File: config.mk
export PLATFORM = sky130hd
export DESIGN_NAME = hd63701_sci_fifo
export DESIGN_NICKNAME = d
export VERILOG_FILES = /design/src/rtl/hd63701_sci_pkg.sv /design/src/rtl/hd63701_sync_fifo.sv /design/src/rtl/hd63701_sci_fifo.sv
export SDC_FILE = /design/constraint.sdc
export NUM_CORES = 1
export LEC_CHECK = 0
export ABC_AREA = 1
export CAP_MARGIN = 20
export CORE_MARGIN = 1.5
export CORE_UTILIZATION = 50
export CTS_BUF_LIST = sky130_fd_sc_hd__clkbuf_16
export DETAILED_ROUTE_END_ITERATION = 8
export PLACE_DENSITY = 0.75
export SLEW_MARGIN = 10
export SYNTH_ARGS = -nofsm -noshare
export SYNTH_HDL_FRONTEND = slang
export SYNTH_HIERARCHICAL = 1
export SYNTH_SLANG_ARGS = --single-unit
export TNS_END_PERCENT = 100
File: constraint.sdc
create_clock -name mcu_clx2 -period 5.62 [get_ports mcu_clx2]
set_input_delay 1.686 -clock mcu_clx2 [delete_from_list [all_inputs] [get_ports mcu_clx2]]
set_output_delay 1.686 -clock mcu_clx2 [all_outputs]
set_load 0.01 [all_outputs]
File: src/rtl/hd63701_sci_pkg.sv
// Shared definitions for the HD63701 FIFO-based SCI.
// Covers register offsets, CTRL/STAT bit positions and the receive/transmit engine states.
package hd63701_sci_pkg;

    localparam logic [2:0] OFF_CTRL  = 3'd0;
    localparam logic [2:0] OFF_STAT  = 3'd1;
    localparam logic [2:0] OFF_RDR   = 3'd2;
    localparam logic [2:0] OFF_TDR   = 3'd3;
    localparam logic [2:0] OFF_DIVL  = 3'd4;
    localparam logic [2:0] OFF_DIVH  = 3'd5;
    localparam logic [2:0] OFF_LEVEL = 3'd6;

    localparam int CTRL_TE   = 0;
    localparam int CTRL_RE   = 1;
    localparam int CTRL_TIE  = 2;
    localparam int CTRL_RIE  = 3;
    localparam int CTRL_LOOP = 4;

    localparam int STAT_RXNE    = 0;
    localparam int STAT_RXFULL  = 1;
    localparam int STAT_TXEMPTY = 2;
    localparam int STAT_TXFULL  = 3;
    localparam int STAT_TXIDLE  = 4;
    localparam int STAT_OVR     = 5;
    localparam int STAT_FE      = 6;
    localparam int STAT_TXOVF   = 7;

    typedef enum logic [1:0] {RX_IDLE, RX_START, RX_DATA, RX_STOP} rx_state_t;
    typedef enum logic [1:0] {TX_IDLE, TX_START, TX_DATA, TX_STOP} tx_state_t;

endpackage

File: src/rtl/hd63701_sync_fifo.sv
// Single-clock FIFO with a power-of-two depth and a head-of-queue output that is always visible.
// Handshake: push is taken when not full, or when a pop of the same cycle frees a slot.
// A pop is taken only when the FIFO is not empty. When both are taken, count is unchanged.
module hd63701_sync_fifo #(
    parameter int WIDTH = 8,
    parameter int DEPTH = 4,
    localparam int AW = (DEPTH > 1) ? $clog2(DEPTH) : 1,
    localparam int CW = $clog2(DEPTH + 1)
) (
    input  logic             clk,
    input  logic             rst_n,
    input  logic             push,
    input  logic [WIDTH-1:0] wdata,
    input  logic             pop,
    output logic             full,
    output logic             empty,
    output logic [CW-1:0]    count,
    output logic [WIDTH-1:0] head
);

    logic [WIDTH-1:0] mem [DEPTH];
    logic [AW-1:0]    rd_ptr;
    logic [AW-1:0]    wr_ptr;
    logic             do_push;
    logic             do_pop;

    assign empty   = (count == '0);
    assign full    = (count == CW'(DEPTH));
    assign do_pop  = pop & ~empty;
    assign do_push = push & (~full | do_pop);
    assign head    = mem[rd_ptr];

    always_ff @(posedge clk or negedge rst_n) begin
        if (!rst_n) begin
            rd_ptr <= '0;
            wr_ptr <= '0;
            count  <= '0;
        end else begin
            if (do_push) wr_ptr <= wr_ptr + 1'b1;
            if (do_pop)  rd_ptr <= rd_ptr + 1'b1;
            case ({do_push, do_pop})
                2'b10:   count <= count + 1'b1;
                2'b01:   count <= count - 1'b1;
                default: count <= count;
            endcase
        end
    end

    // Storage has no reset: an entry is only visible after it has been written.
    always_ff @(posedge clk) begin
        if (do_push) mem[wr_ptr] <= wdata;
    end

endmodule

File: src/rtl/hd63701_sci_fifo.sv
// HD63701 serial interface with configurable frame width, 16-bit divisor, RX/TX FIFOs and loopback.
// Occupies an 8-byte window on the internal MCU bus and drives IRQ0 with a level interrupt.
module hd63701_sci_fifo
    import hd63701_sci_pkg::*;
#(
    parameter logic [15:0] BASE      = 16'h0010,
    parameter int          DATA_BITS = 8,
    parameter int          RX_DEPTH  = 4,
    parameter int          TX_DEPTH  = 4,
    parameter logic [15:0] DIV_RESET = 16'd255
) (
    input  logic        mcu_clx2,
    input  logic        mcu_rst_n,
    input  logic [15:0] mcu_ad,
    input  logic        mcu_wr,
    input  logic        mcu_rd,
    input  logic [7:0]  mcu_do,
    output logic        en_sci,
    output logic [7:0]  iod,
    input  logic        rx,
    output logic        tx,
    output logic        te,
    output logic        mcu_irq0
);

    localparam int RCW = $clog2(RX_DEPTH + 1);
    localparam int TCW = $clog2(TX_DEPTH + 1);
    localparam logic [2:0] LAST_BIT = 3'(DATA_BITS - 1);

    // Bus decode and register file
    logic [15:0] off_full;
    logic [2:0]  off;
    logic        wr_hit;
    logic        wr_stat;
    logic        tdr_wr;
    logic        rdr_rd;
    logic [4:0]  ctrl;
    logic [15:0] div;
    logic        ovr;
    logic        fe;
    logic        txovf;
    logic        ovr_set;
    logic        fe_set;
    logic        txovf_set;
    logic [7:0]  stat;

    assign off_full = mcu_ad - BASE;
    assign en_sci   = (off_full[15:3] == 13'd0);
    assign off      = off_full[2:0];
    assign wr_hit   = mcu_wr & en_sci;
    assign wr_stat  = wr_hit & (off == OFF_STAT);
    assign tdr_wr   = wr_hit & (off == OFF_TDR);
    assign rdr_rd   = mcu_rd & en_sci & (off == OFF_RDR);
    assign te       = ctrl[CTRL_TE];

    // FIFOs
    logic                 rx_push;
    logic                 rx_full;
    logic                 rx_empty;
    logic [RCW-1:0]       rx_count;
    logic [DATA_BITS-1:0] rx_head;
    logic [DATA_BITS-1:0] rx_shift;
    logic                 tx_pop;
    logic                 tx_full;
    logic                 tx_empty;
    logic [TCW-1:0]       tx_count;
    logic [DATA_BITS-1:0] tx_head;

    hd63701_sync_fifo #(.WIDTH(DATA_BITS), .DEPTH(RX_DEPTH)) u_rx_fifo (
        .clk   (mcu_clx2),
        .rst_n (mcu_rst_n),
        .push  (rx_push),
        .wdata (rx_shift),
        .pop   (rdr_rd),
        .full  (rx_full),
        .empty (rx_empty),
        .count (rx_count),
        .head  (rx_head)
    );

    hd63701_sync_fifo #(.WIDTH(DATA_BITS), .DEPTH(TX_DEPTH)) u_tx_fifo (
        .clk   (mcu_clx2),
        .rst_n (mcu_rst_n),
        .push  (tdr_wr),
        .wdata (mcu_do[DATA_BITS-1:0]),
        .pop   (tx_pop),
        .full  (tx_full),
        .empty (tx_empty),
        .count (tx_count),
        .head  (tx_head)
    );

    // A full RX FIFO drained in the same cycle still has room, so that case is not an overrun.
    assign ovr_set   = rx_push & rx_full & ~rdr_rd;
    assign txovf_set = tdr_wr & tx_full & ~tx_pop;

    always_ff @(posedge mcu_clx2 or negedge mcu_rst_n) begin
        if (!mcu_rst_n) begin
            ctrl  <= '0;
            div   <= DIV_RESET;
            ovr   <= 1'b0;
            fe    <= 1'b0;
            txovf <= 1'b0;
        end else begin
            if (wr_hit) begin
                case (off)
                    OFF_CTRL: ctrl       <= mcu_do[4:0];
                    OFF_DIVL: div[7:0]   <= mcu_do;
                    OFF_DIVH: div[15:8]  <= mcu_do;
                    default:  ctrl       <= ctrl;
                endcase
            end
            // A hardware set in the same cycle as a write-1-to-clear leaves the flag set.
            ovr   <= ovr_set   | (ovr   & ~(wr_stat & mcu_do[STAT_OVR]));
            fe    <= fe_set    | (fe    & ~(wr_stat & mcu_do[STAT_FE]));
            txovf <= txovf_set | (txovf & ~(wr_stat & mcu_do[STAT_TXOVF]));
        end
    end

    // Receiver
    rx_state_t   rx_state;
    rx_state_t   rx_state_d;
    logic [1:0]  rx_sync;
    logic        rx_prev;
    logic        rx_i;
    logic        rx_fall;
    logic [15:0] rx_cnt;
    logic [15:0] rx_div;
    logic [2:0]  rx_bit;
    logic        rx_tick;
    logic        rx_half;

    // Loopback taps the shifter output directly, so it skips the synchroniser.
    assign rx_i    = ctrl[CTRL_LOOP] ? tx : rx_sync[1];
    assign rx_fall = rx_prev & ~rx_i;
    assign rx_tick = (rx_cnt == rx_div);
    assign rx_half = (rx_cnt == (rx_div >> 1));

    always_comb begin
        rx_state_d = rx_state;
        rx_push    = 1'b0;
        fe_set     = 1'b0;
        if (!ctrl[CTRL_RE]) begin
            rx_state_d = RX_IDLE;
        end else begin
            case (rx_state)
                RX_IDLE:  if (rx_fall) rx_state_d = RX_START;
                RX_START: if (rx_half) rx_state_d = rx_i ? RX_IDLE : RX_DATA;
                RX_DATA:  if (rx_tick && rx_bit == LAST_BIT) rx_state_d = RX_STOP;
                RX_STOP: begin
                    if (rx_tick) begin
                        rx_state_d = RX_IDLE;
                        rx_push    = rx_i;
                        fe_set     = ~rx_i;
                    end
                end
                default:  rx_state_d = RX_IDLE;
            endcase
        end
    end

    always_ff @(posedge mcu_clx2 or negedge mcu_rst_n) begin
        if (!mcu_rst_n) begin
            rx_state <= RX_IDLE;
            rx_sync  <= 2'b11;
            rx_prev  <= 1'b1;
            rx_cnt   <= '0;
            rx_div   <= DIV_RESET;
            rx_bit   <= '0;
            rx_shift <= '0;
        end else begin
            rx_state <= rx_state_d;
            rx_sync  <= {rx_sync[0], rx};
            rx_prev  <= rx_i;
            case (rx_state)
                RX_IDLE: begin
                    rx_cnt <= '0;
                    rx_bit <= '0;
                    // The divisor is frozen for the whole frame from the start edge on.
                    if (rx_fall) rx_div <= div;
                end
                RX_START: rx_cnt <= rx_half ? 16'd0 : rx_cnt + 16'd1;
                RX_DATA: begin
                    if (rx_tick) begin
                        rx_cnt   <= '0;
                        rx_bit   <= rx_bit + 3'd1;
                        rx_shift <= {rx_i, rx_shift[DATA_BITS-1:1]};
                    end else begin
                        rx_cnt <= rx_cnt + 16'd1;
                    end
                end
                default: rx_cnt <= rx_tick ? 16'd0 : rx_cnt + 16'd1;
            endcase
        end
    end

    // Transmitter
    tx_state_t            tx_state;
    tx_state_t            tx_state_d;
    logic [15:0]          tx_cnt;
    logic [15:0]          tx_div;
    logic [2:0]           tx_bit;
    logic [DATA_BITS-1:0] tx_shift;
    logic                 tx_tick;
    logic                 tx_go;

    assign tx_tick = (tx_cnt == tx_div);
    assign tx_go   = ctrl[CTRL_TE] & ~tx_empty;
    assign tx      = (tx_state == TX_START) ? 1'b0 :
                     (tx_state == TX_DATA)  ? tx_shift[0] : 1'b1;

    // TE is only consulted at frame boundaries, so a running frame always completes.
    always_comb begin
        tx_state_d = tx_state;
        tx_pop     = 1'b0;
        case (tx_state)
            TX_IDLE: begin
                if (tx_go) begin
                    tx_pop     = 1'b1;
                    tx_state_d = TX_START;
                end
            end
            TX_START: if (tx_tick) tx_state_d = TX_DATA;
            TX_DATA:  if (tx_tick && tx_bit == LAST_BIT) tx_state_d = TX_STOP;
            TX_STOP: begin
                if (tx_tick) begin
                    tx_pop     = tx_go;
                    tx_state_d = tx_go ? TX_START : TX_IDLE;
                end
            end
            default: tx_state_d = TX_IDLE;
        endcase
    end

    always_ff @(posedge mcu_clx2 or negedge mcu_rst_n) begin
        if (!mcu_rst_n) begin
            tx_state <= TX_IDLE;
            tx_cnt   <= '0;
            tx_div   <= DIV_RESET;
            tx_bit   <= '0;
            tx_shift <= '0;
        end else begin
            tx_state <= tx_state_d;
            if (tx_pop) begin
                tx_shift <= tx_head;
                tx_div   <= div;
                tx_cnt   <= '0;
            end else begin
                case (tx_state)
                    TX_START: begin
                        tx_cnt <= tx_tick ? 16'd0 : tx_cnt + 16'd1;
                        if (tx_tick) tx_bit <= '0;
                    end
                    TX_DATA: begin
                        if (tx_tick) begin
                            tx_cnt   <= '0;
                            tx_bit   <= tx_bit + 3'd1;
                            tx_shift <= tx_shift >> 1;
                        end else begin
                            tx_cnt <= tx_cnt + 16'd1;
                        end
                    end
                    TX_STOP: tx_cnt <= tx_tick ? 16'd0 : tx_cnt + 16'd1;
                    default: tx_cnt <= '0;
                endcase
            end
        end
    end

    // Status, read mux and interrupt
    assign stat = {txovf, fe, ovr, tx_empty & (tx_state == TX_IDLE),
                   tx_full, tx_empty, rx_full, ~rx_empty};

    always_comb begin
        iod = '0;
        if (en_sci) begin
            case (off)
                OFF_CTRL:  iod = {3'b000, ctrl};
                OFF_STAT:  iod = stat;
                OFF_RDR:   iod = rx_empty ? 8'h00 : 8'(rx_head);
                OFF_DIVL:  iod = div[7:0];
                OFF_DIVH:  iod = div[15:8];
                OFF_LEVEL: iod = {4'(rx_count), 4'(tx_count)};
                default:   iod = '0;
            endcase
        end
    end

    always_ff @(posedge mcu_clx2 or negedge mcu_rst_n) begin
        if (!mcu_rst_n) begin
            mcu_irq0 <= 1'b0;
        end else begin
            mcu_irq0 <= (ctrl[CTRL_RIE] & (~rx_empty | ovr | fe)) |
                        (ctrl[CTRL_TIE] & tx_empty);
        end
    end

endmodule

# After elaboration in Yosys (flattened, before gate mapping)
# Memories as Yosys holds them, arrays and structs flattened.
# Cells that the tools add are included.
# Widths: inputs -> output; s select.
[totals]
n_memories = 2
out_inout_bits = 12
reg_bits = 132
ramBits = 64
in_bits = 29
[classes]
n_mux = 48
n_addsub = 13
eq_ne = 33
n_reduce_logical = 25
bitwise = 42
[mem_list]
columns = ["name", "depth", "width", "read_ports", "rd_clocked_by_memory_dff", "write_ports", "line", "text"]
rows = [
  ["u_rx_fifo.mem", 4, 8, 1, 0, 1, "hd63701_sync_fifo.sv:21", "logic [WIDTH-1:0] mem [DEPTH];"],
  ["u_tx_fifo.mem", 4, 8, 1, 0, 1, "hd63701_sync_fifo.sv:21", ""],
]
[ops]
columns = ["cell", "count"]
rows = [
  ["$mux 16", 5],
  ["$pmux 8 s6", 1],
  ["$mux 8", 5],
  ["$add 16x1->16 const B", 2],
  ["$eq 16x16->1", 2],
  ["$pmux 16 s2", 1],
  ["$and 1x1->1", 24],
  ["$pmux 3 s2", 4],
  ["$eq 3x3->1 const B", 7],
  ["$mux 2", 10],
  ["$eq 16x15->1", 1],
  ["$mux 1", 16],
  ["$pmux 2 s4", 2],
  ["$sub 16x5->16 const B", 1],
  ["$reduce_and 2->1", 7],
  ["$logic_not 13->1", 1],
  ["$add 3x1->3 const B", 4],
  ["$eq 2x2->1 const B", 6],
  ["$ne 3x3->1 const B", 4],
  ["$reduce_and 4->1", 3],
  ["$reduce_bool 2->1", 6],
  ["$ne 2x2->1 const B", 5],
  ["$not 1->1", 10],
  ["$logic_not 3->1", 3],
  ["other kinds (12)", 31],
]

# Depth between registers and ports, before layout
# Gate-level depths: netlist (run 1).
[depth]
word_depth = 10
ltp_mapped = 17
mapped_depth_nobuf = 17

# By module
# Netlist (run 1), hierarchy kept.
[modules_own_cells]
columns = ["module", "cells_per_inst", "seq_area_each_um2", "area_per_inst_um2", "instances"]
rows = [
  ["hd63701_sci_fifo", 822, 2986.6, 6351.1, 1],
  ["hd63701_sync_fifo", 133, 1136.1, 1649.1, 2],
]

# Worst setup path after synthesis (run 1)
# Ideal clock, no wire load.
[synth_path]
kind = "input to output"
start = "input port mcu_ad[4]"
end = "output port iod[1]"
required_time_ps = 3934
stages = 8
slack_ps = 1033
arrival_ps = 2901
path_cell_list = "inv_1 > ha_1 > nand2_1 > nor4_1 > nand2_1 > inv_1 > nand2_1 > a41oi_1"
[synth_between]
elab_chain_cells = 3
[synth_rtl]
columns = ["item", "line", "text"]
rows = [
  ["start, declared", "hd63701_sci_fifo.sv:14", "input logic [15:0] mcu_ad,"],
  ["$sub 16x5->16", "hd63701_sci_fifo.sv:47", "assign off_full = mcu_ad - BASE;"],
  ["$logic_not 13->1", "hd63701_sci_fifo.sv:48", "assign en_sci = (off_full[15:3] == 13'd0);"],
  ["net en_sci", "hd63701_sci_fifo.sv:18", "output logic en_sci,"],
  ["$mux 8", "hd63701_sci_fifo.sv:276", "if (en_sci) begin"],
  ["end, declared", "hd63701_sci_fifo.sv:19", "output logic [7:0] iod,"],
]
# The timed path passes the listed nets, and every way through them passes these cells.

# Final worst setup path (run 1)
[layout_path]
start = "input port mcu_ad[4]"
end = "output port iod[5]"
[layout_between]
elab_chain_cells = 3
[layout_rtl]
columns = ["item", "line"]
rows = [
  ["$sub 16x5->16", "hd63701_sci_fifo.sv:47"],
  ["$logic_not 13->1", "hd63701_sci_fifo.sv:48"],
  ["$mux 8", "hd63701_sci_fifo.sv:276"],
]
# No other way between the ends.

==> impl_metrics.tcl, run 1 <==
set metrics [dict create \
    status "complete, no violations" \
    start_util_pct 51.24 \
    yosysMostFrequentCell "nand2_1" \
    synth-async-reset-ratio_pct 67.35 \
    cts_root_buf "clkbuf_16" \
    synth_nets 1139 \
    post-route-util_pct 58.17 \
    clock_sinks 196 \
    synth_area_sq_um 9649 \
    synth.ff_latch_count 196 \
    grt_pass1_vias 7009 \
    syn2layout_area_growth_pct 13.51 \
    fin_cells 1401 \
    rsz0062_at_grt "false" \
    yosysTopAreaCell "dfrtp_1" \
    slew_viol_final 0 \
    syn_avg_cell_area_sq_um 8.869 \
    grt_start_max_net_pins 94 \
    ir_drop_v 0.0002424 \
    cp-end-kind "primary output" \
    drt_first_iter_violations 607 \
    post-route-cell-area_sq_um 10950 \
    cts_htree_levels 4 \
    cts_buffer_depth 2 \
    hold_viol 0 \
    routabilityCongestion 0.8820 \
    synth_common_cells "258 x nand2_1, 131 x inv_1, 127 x nor2_1" \
    dp_hpwl_mm 14.46 \
    die_h_um 141.9 \
    io_pins 41 \
    grt_use_total_pct 21.68 \
    maxCapViolCount 0 \
    firstDrtPassIters 5 \
    post-route-period-util_pct 96.99 \
    core_area_sq_um 18830 \
    diodes 0 \
    overflow 0 \
    vias 7305 \
    max_slew_margin_pct 34.52 \
    yosysWarnings 6 \
    die_area_sq_um 20140 \
    routedWlPerCell_um 14.72 \
    vias_per_cell 5.214 \
    antenna_found_initial 0 \
    totalWireLength_mm 20.62 \
    hp-class "register to register" \
    synth_top_area_share_pct 27.23 \
    path_clk_slew_ns 0.08 \
    critical_path_class "primary input to primary output" \
    finalSetupViolCount 0 \
    drc 0 \
    synth_ff_type "dfrtp_1" \
    io_buffer_count 40 \
    num_rows 50 \
    cts_setup_buffers 0 \
    synth_edf_count 64 \
    ant_nets 0 \
    cellLeakagePower_nw 4.994 \
    drive_above_1_share_pct 10.43 \
    crit_arrival_ns 3.76 \
    netlist_top_cells_area "dfrtp_1 27%, edfxtp_1 20%, nand2_1 10%, dfstp_2 7.4%, inv_1 5.1%" \
    numCtsBuffers 17 \
    synthCells 1088 \
    cts_tree "yes" \
    hold_slack_ns 0.3574 \
    die_w_um 141.9 \
    tightest_slew_ns 0.9788 \
    total_power_mw 3.055 \
    fin_nets 1179 \
    worst-path-max-fanout 8 \
    fmax_mhz 183.5 \
    p_per_area_nw_per_um2 278.9 \
    placed_cell_area_sq_um 10280 \
    clock_latency_ns 0.44 \
    crit_required_ns 3.93 \
    grt_first_pass_wirelength_mm 34.40 \
    ys_seq_area_share_pct 54.50 \
    synth.distinct_cells 50 \
    min_period_ns 5.451 \
    place_inst 1369 \
    cp-start-kind "primary input" \
    finClkSkew_ns 0.01456 \
]
## through the flow
stage / setup TNS [ns] / worst slack (ns)
detailed placement: -0.03393 / -0.01844
finish: 0 / 0.1693
global placement: 0 / 0.02502
global route: 0 / 0.02417
floorplan: 0 / 1.033
CTS: 0 / 0.04034
## layout by cell type, fill, tap and decap left out, types with 4 or more instances in the layout
cell type	synthesis	layout
nor2_2	8	8
dlymetal6s2s_1	0	7
nand3_1	58	58
o21ai_1	22	22
inv_12	0	6
edfxtp_1	64	64
o21ai_0	77	77
xnor2_1	6	6
nor2_1	127	127
inv_8	0	4
nand4_1	6	6
dfstp_2	27	27
xor2_1	33	33
dfrtp_1	105	105
ha_1	20	20
a21oi_1	17	17
nor4_1	4	4
inv_2	14	14
nand2_1	258	257
inv_1	131	131
buf_4	3	4
nor3_1	8	8
o21ai_2	5	5
o22ai_1	23	23
a221oi_1	5	5
clkbuf_16	0	17
nand2_2	10	11
clkdlybuf4s50_1	0	32
## worst max-delay path, cell delays in order
cell and delay [ns]:
clkdlybuf4s50_1 0.47, inv_1 0.04, ha_1 0.27, nand2_1 0.05, nor4_1 0.22, nand2_1 0.10, inv_1 0.10, nand2_2 0.12
a21oi_1 0.16, clkdlybuf4s50_1 0.56
## what timing repair did
action	CTS	global route
gates resized for setup	1	7
hold buffers	0	0
endpoints found under the setup margin	3	7
hold endpoints to repair	0	0
cloned	0	0
## report_power, final
part           switching (mW)  total [mW]  internal [mW]
combinational           0.143       0.226         0.0833
clock                   0.647        1.32          0.672
sequential             0.0188        1.51           1.49
## path summary, 6_finish.rpt
| check | from | to | slack [ns] | depth (start not counted) |
|---|---|---|---|---|
| min reg2reg | rx_sync[0] | rx_sync[1] | 0.36 | 0 |
| min in group asynchronous | mcu_rst_n | tx_cnt[3] | 1.30 | 1 |
| max | mcu_ad[4] | iod[5] | 0.17 | 10 |
| min | rx_sync[0] | rx_sync[1] | 0.36 | 0 |
| max in group asynchronous | mcu_rst_n | rx_div[4] | 3.28 | 2 |
| max reg2reg | tx_div[6] | u_tx_fifo/mem[0][1] | 2.14 | 12 |
## layer usage
| metal | vias to the layer above | GRT usage, % | part of all wire (%) |
|---|---|---|---|
| met5 | - | 0 | 0 |
| li1 | 3610 | - | - |
| met1 | 3483 | 29.92 | 46 |
| met2 | 185 | 35.66 | 48 |
| met3 | 27 | 3.341 | 4.7 |
| met4 | 0 | 6.294 | 1.6 |
## registers in the layout, summed over array words and instances, names as in the netlist, 3 cells and up
name,flops
u_rx_fifo/mem,32
u_tx_fifo/mem,32
div,16
rx_cnt,16
rx_div,16
tx_cnt,16
tx_div,16
rx_shift,8
tx_shift,8
ctrl,5
rx_bit,3
tx_bit,3
u_rx_fifo/count,3
u_tx_fifo/count,3
## area by class of cell
cell class	count	area, sq um
inverters	147	553.0
fillers	1661	7878
clock buffers	17	425.4
repair buffers	44	449.2
well taps	260	325.3
multi-input cells	722	3711
clock inverters	15	230.2
flip-flops and latches	196	5259
## kinds of logic after synthesis
logic type | after synthesis | share of synthesized area (%)
flip-flops | 196 | 54.50
adder cells (fa/ha/maj) | 22 | 3.008
AO/OA/AOI/OAI | 167 | 10.08
AND/OR/NAND/NOR | 494 | 21.81
buffers and inverters | 170 | 7.067
XOR/XNOR | 39 | 3.540
Power figures use the tool's default switching activity.
==> run 2: changes to the inputs <==
--- a/config.mk
+++ b/config.mk
@@ -11,6 +11,7 @@
 export CORE_UTILIZATION = 50
 export CTS_BUF_LIST = sky130_fd_sc_hd__clkbuf_16
 export DETAILED_ROUTE_END_ITERATION = 8
+export MAX_ROUTING_LAYER = met4
 export PLACE_DENSITY = 0.75
 export SLEW_MARGIN = 10
 export SYNTH_ARGS = -nofsm -noshare
==> run 2 against run 1 <==
Via count decreased by 1.8%. Worst setup slack improved by 0.21 ns. Die area unchanged. Highest routed layer unchanged.
==> impl_metrics.tcl, run 2 (synthesis gave the netlist of run 1 again) <==
set metrics [dict create \
    drive_above_1_share_pct 10.43 \
    hold_slack_ns 0.3581 \
    cp-start-kind "primary input" \
    min_delay_path_depth 0 \
    crit_arrival_ns 3.55 \
    cellLeakagePower_nw 4.980 \
    routabilityCongestion 0.8963 \
    totalWireLength_mm 20.22 \
    final_cell_mix "257 x nand2_1, 132 x inv_1, 127 x nor2_1" \
    startpoint "mcu_ad[4]" \
    grt_pass1_vias 6871 \
    finClkSkew_ns 0.01469 \
    reg2reg_slack_ns 2.14 \
    cts_htree_levels 4 \
    hp-class "register to register" \
    io_buffer_count 40 \
    num_rows 50 \
    vias_per_cell 5.119 \
    drc 0 \
    slowest_stage "clkdlybuf4s50_1" \
    dp_hpwl_mm 14.42 \
    path_cells "clkdlybuf4s50_1, inv_1, ha_1, nand2_1, nor4_2, nand2_1, inv_1, buf_4, clkdlybuf4s50_1" \
    die_h_um 141.9 \
    tightest_slew_ns 0.9436 \
    wl_met3_mm 1.076 \
    numCtsBuffers 17 \
    grt_start_max_net_pins 96 \
    grt_use_total_pct 22.30 \
    highest_layer "met4" \
    layout_commonest_cell "nand2_1" \
    cts_tree "yes" \
    cts_buffer_depth 2 \
    antenna_found_initial 0 \
    crit_required_ns 3.93 \
    p_per_area_nw_per_um2 270.7 \
    finalSetupViolCount 0 \
    worst-path-max-fanout 2 \
    max_stage_delay_ns 0.53 \
    hold_viol 0 \
    r2r_end "u_tx_fifo/mem[0][0]" \
    wl_met2_mm 9.578 \
    hold_path.startpoint "rx_sync[0]" \
    min_period_ns 5.241 \
    overflow 0 \
    clock_sinks 196 \
    ant_nets 0 \
    cts_root_buf "clkbuf_16" \
    slew_viol_final 0 \
    firstDrtPassIters 5 \
    fin_nets 1179 \
    fmax_mhz 190.8 \
    cp-end-kind "primary output" \
    crit_buf_inv 5 \
    max_slew_margin_pct 36.87 \
    status "complete, no violations" \
    syn2layout_area_growth_pct 13.01 \
    cp_top_family "buffers and inverters" \
    largest_registers "u_rx_fifo/mem x32, u_tx_fifo/mem x32" \
    post-route-period-util_pct 93.25 \
    maxCapViolCount 0 \
    wl_met1_mm 9.285 \
    drt_first_iter_violations 565 \
    routedWlPerCell_um 14.43 \
    clock_latency_ns 0.44 \
    rsz0062_at_grt "false" \
    grt_first_pass_wirelength_mm 34.02 \
    fin_setup_tns_ns 0 \
    core_area_sq_um 18830 \
    vias 7172 \
    ctsHoldBuffers 0 \
    die_w_um 141.9 \
    hold_end "rx_sync[1]" \
    start_util_pct 51.24 \
    critical_path_class "primary input to primary output" \
    die_area_sq_um 20140 \
    path_clk_slew_ns 0.07 \
    io_pins 41 \
    r2r_cells 12 \
    r2r_start "tx_div[6]" \
    diodes 0 \
    ir_drop_v 0.0002064 \
]
## run 2: area by class of cell
| type | count | area (sq um) |
|---|---|---|
| Clock buffer | 17 | 425.4 |
| Fill cell | 1633 | 7926 |
| Sequential cell | 196 | 5259 |
| Multi-Input combinational cell | 722 | 3717 |
| Inverter | 147 | 553.0 |
| Clock inverter | 15 | 176.4 |
| Tap cell | 260 | 325.3 |
| Timing Repair Buffer | 44 | 447.9 |
## run 2: what timing repair did
item                                    CTS  global route
endpoints found under the setup margin    1             7
setup buffers                             0             0
resized for setup                         1             9
## run 2: worst max path at each step
| stage | endpoint | depth (start not counted) |
|---|---|---|
| CTS | iod[3] | 10 |
| global placement | iod[7] | 10 |
| floorplan | iod[1] | 8 |
| finish | en_sci | 9 |
| detailed placement | iod[7] | 10 |
| global route | iod[7] | 10 |
## run 2: power by group
part | internal [mW] | switching [mW] | total, mW
Combinational | 0.0832 | 0.145 | 0.228
Clock | 0.606 | 0.608 | 1.21
Sequential | 1.49 | 0.0187 | 1.51
## run 2: routing by layer
layer	vias up	global-route usage, %
met4	0	6.186
met1	3364	30.02
met2	187	34.71
met3	21	4.387
met5	-	-
li1	3600	-
## run 2: through the flow
step,cell area (sq um),setup WS (ns),power [mW],instances,util (%)
after floorplan,9649,1.033,1.673,1088,-
after CTS,10880,0.002486,2.972,1401,57.77
after detailed placement,10280,0.007560,1.766,1369,54.58
after global placement,10280,0.01216,1.758,1369,54.58
after global routing,10900,0.1833,3.076,1401,57.91
final,10900,0.3793,2.952,1401,57.91
## run 2: worst reg2reg max path, stage by stage (launching register included)
cell      delay [ns]
dfstp_2         0.55
inv_1           0.04
nand2_1         0.05
nand2_1         0.04
nor2_1          0.09
nand2_1         0.05
nor2_1          0.20
nand3_1         0.10
nand2_1         0.08
nand2_2         0.52
clkinv_1        0.55
o21ai_4         0.15
nor2_1          0.68
==> run 3: changes to the inputs <==
--- a/config.mk
+++ b/config.mk
@@ -11,6 +11,7 @@
 export CORE_UTILIZATION = 50
 export CTS_BUF_LIST = sky130_fd_sc_hd__clkbuf_16
 export DETAILED_ROUTE_END_ITERATION = 8
+export GPL_TIMING_DRIVEN = 0
 export MAX_ROUTING_LAYER = met4
 export PLACE_DENSITY = 0.75
 export SLEW_MARGIN = 10
==> constraint.sdc (replaced) <==
create_clock -name mcu_clx2 -period 5.62 [get_ports mcu_clx2]
set_input_delay 1.686 -clock mcu_clx2 [delete_from_list [all_inputs] [get_ports mcu_clx2]]
set_output_delay 1.686 -clock mcu_clx2 [all_outputs]
set_load 0.005 [all_outputs]
==> run 3 against run 2 <==
Non-clock buffer count up 21. Largest cell class unchanged. Total power down 0.62%. Register-to-register slack better by 0.62 ns. Critical path depth up 1.
==> impl_metrics.tcl, run 3 (synthesis gave the netlist of run 1 again) <==
set metrics [dict create \
    place_ws_ns -0.1828 \
    crit_buf_inv 4 \
    max_stage_delay_ns 0.53 \
    fin_nets 1200 \
    numCtsBuffers 17 \
    io_buffer_count 40 \
    diodes 0 \
    crit_required_ns 3.93 \
    rsz0062_at_grt "true" \
    slowest_stage "clkdlybuf4s50_1" \
    core_area_sq_um 18830 \
    clock_sinks 196 \
    fin_setup_tns_ns 0 \
    finalSetupViolCount 0 \
    cp-end-kind "primary output" \
    cp-start-kind "primary input" \
    grt_use_total_pct 23.23 \
    cts_tree "yes" \
    die_area_sq_um 20140 \
    cellLeakagePower_nw 4.978 \
    min_period_ns 5.487 \
    post-route-util_pct 58.67 \
    place_inst 1389 \
    path_cells "clkdlybuf4s50_1, inv_1, ha_1, nand2_1, nor4_2, nand2_1, inv_2, nand2_4, a21oi_1, clkdlybuf4s50_1" \
    routedWlPerCell_um 14.92 \
    grt_start_max_net_pins 75 \
    max_slew_margin_pct 29.94 \
    status "complete, no violations" \
    p_per_area_nw_per_um2 265.6 \
    slew_viol_final 0 \
    total_power_mw 2.934 \
    highest_layer "met4" \
    vias 7411 \
    drive_above_1_share_pct 12.22 \
    ant_nets 0 \
    r2r_start "tx_state[0]" \
    finClkSkew_ns 0.01893 \
    grt_first_pass_wirelength_mm 35.59 \
    grt_pass1_vias 7149 \
    cts_root_buf "clkbuf_16" \
    io_pins 41 \
    overflow 0 \
    start_util_pct 51.24 \
    startpoint "mcu_ad[4]" \
    die_h_um 141.9 \
    wl_met3_mm 1.310 \
    post-route-period-util_pct 97.63 \
    min_delay_path_depth 0 \
    vias_per_cell 5.212 \
    ctsHoldBuffers 0 \
    layout_commonest_cell "nand2_1" \
    hold_viol 0 \
    crit_arrival_ns 3.80 \
    drt_first_iter_violations 515 \
    worst-path-max-fanout 8 \
    totalWireLength_mm 21.21 \
    post-route-cell-area_sq_um 11050 \
    drc 0 \
    ir_drop_v 0.0002260 \
    syn2layout_area_growth_pct 14.50 \
    hold_slack_ns 0.3582 \
    routabilityCongestion 0.9325 \
    path_clk_slew_ns 0.08 \
    cts_buffer_depth 2 \
    dp_hpwl_mm 15.02 \
    firstDrtPassIters 6 \
    setup_ws_ns 0.1334 \
    placed_cell_area_sq_um 10400 \
    final_cell_mix "257 x nand2_1, 131 x inv_1, 127 x nor2_1" \
    fmax_mhz 182.3 \
    clock_latency_ns 0.44 \
    wl_met2_mm 9.834 \
    hold_path.startpoint "rx_sync[0]" \
    hp-class "register to register" \
    num_rows 50 \
    maxCapViolCount 0 \
    fin_cells 1422 \
    wl_met1_mm 9.769 \
    cp.depth 10 \
    tightest_slew_ns 1.041 \
    antenna_found_initial 0 \
    largest_registers "u_rx_fifo/mem x32, u_tx_fifo/mem x32" \
    fillers 1623 \
    r2r_cells 10 \
    die_w_um 141.9 \
    critical_path_class "primary input to primary output" \
    cts_htree_levels 4 \
    cp_top_family "buffers and inverters" \
]
## run 3: changes by cell type in the layout (fill, tap and decap cells not counted), sizes merged
cell | previous run | this run
clkinv | 7 | 5
clkbuf | 17 | 22
clkdlybuf4s50 | 31 | 35
dlymetal6s2s | 7 | 3
inv | 155 | 157
buf | 5 | 21
## run 3: path summary, 6_finish.rpt
kind	endpoint	slack (ns)
max	iod[5]	0.13
min	rx_sync[1]	0.36
max reg2reg	u_rx_fifo/mem[0][7]	2.76
min reg2reg	rx_sync[1]	0.36
max in group asynchronous	rx_prev	3.61
min in group asynchronous	tx_cnt[3]	1.23
## run 3: repair_timing
item,4_1_cts,5_1_grt
buffers inserted,1,0
endpoints found under the setup margin,8,7
pin swaps,1,1
resized for setup,5,9
## run 3: area by class of cell
cell class | count | area, sq um | area share, %
clock inverter | 15 | 156.4 | 1.416
clock buffer | 17 | 425.4 | 3.851
tap | 260 | 325.3 | 2.945
inverter | 147 | 553.0 | 5.006
sequential | 196 | 5259 | 47.60
buffer | 23 | 128.9 | 1.166
multi-input combinational | 722 | 3757 | 34.01
timing repair buffer | 42 | 442.9 | 4.009
## run 3: report_power, final
group / internal, mW / switching, mW
Clock: 0.599 / 0.593
Combinational: 0.0872 / 0.145
Sequential: 1.49 / 0.0179
Total: 2.18 / 0.756
## run 3: routing by layer
layer	global-route usage, %	up-vias
met4	8.030	0
li1	-	3654
met2	35.17	259
met1	32.16	3473
met5	-	-
met3	3.510	25
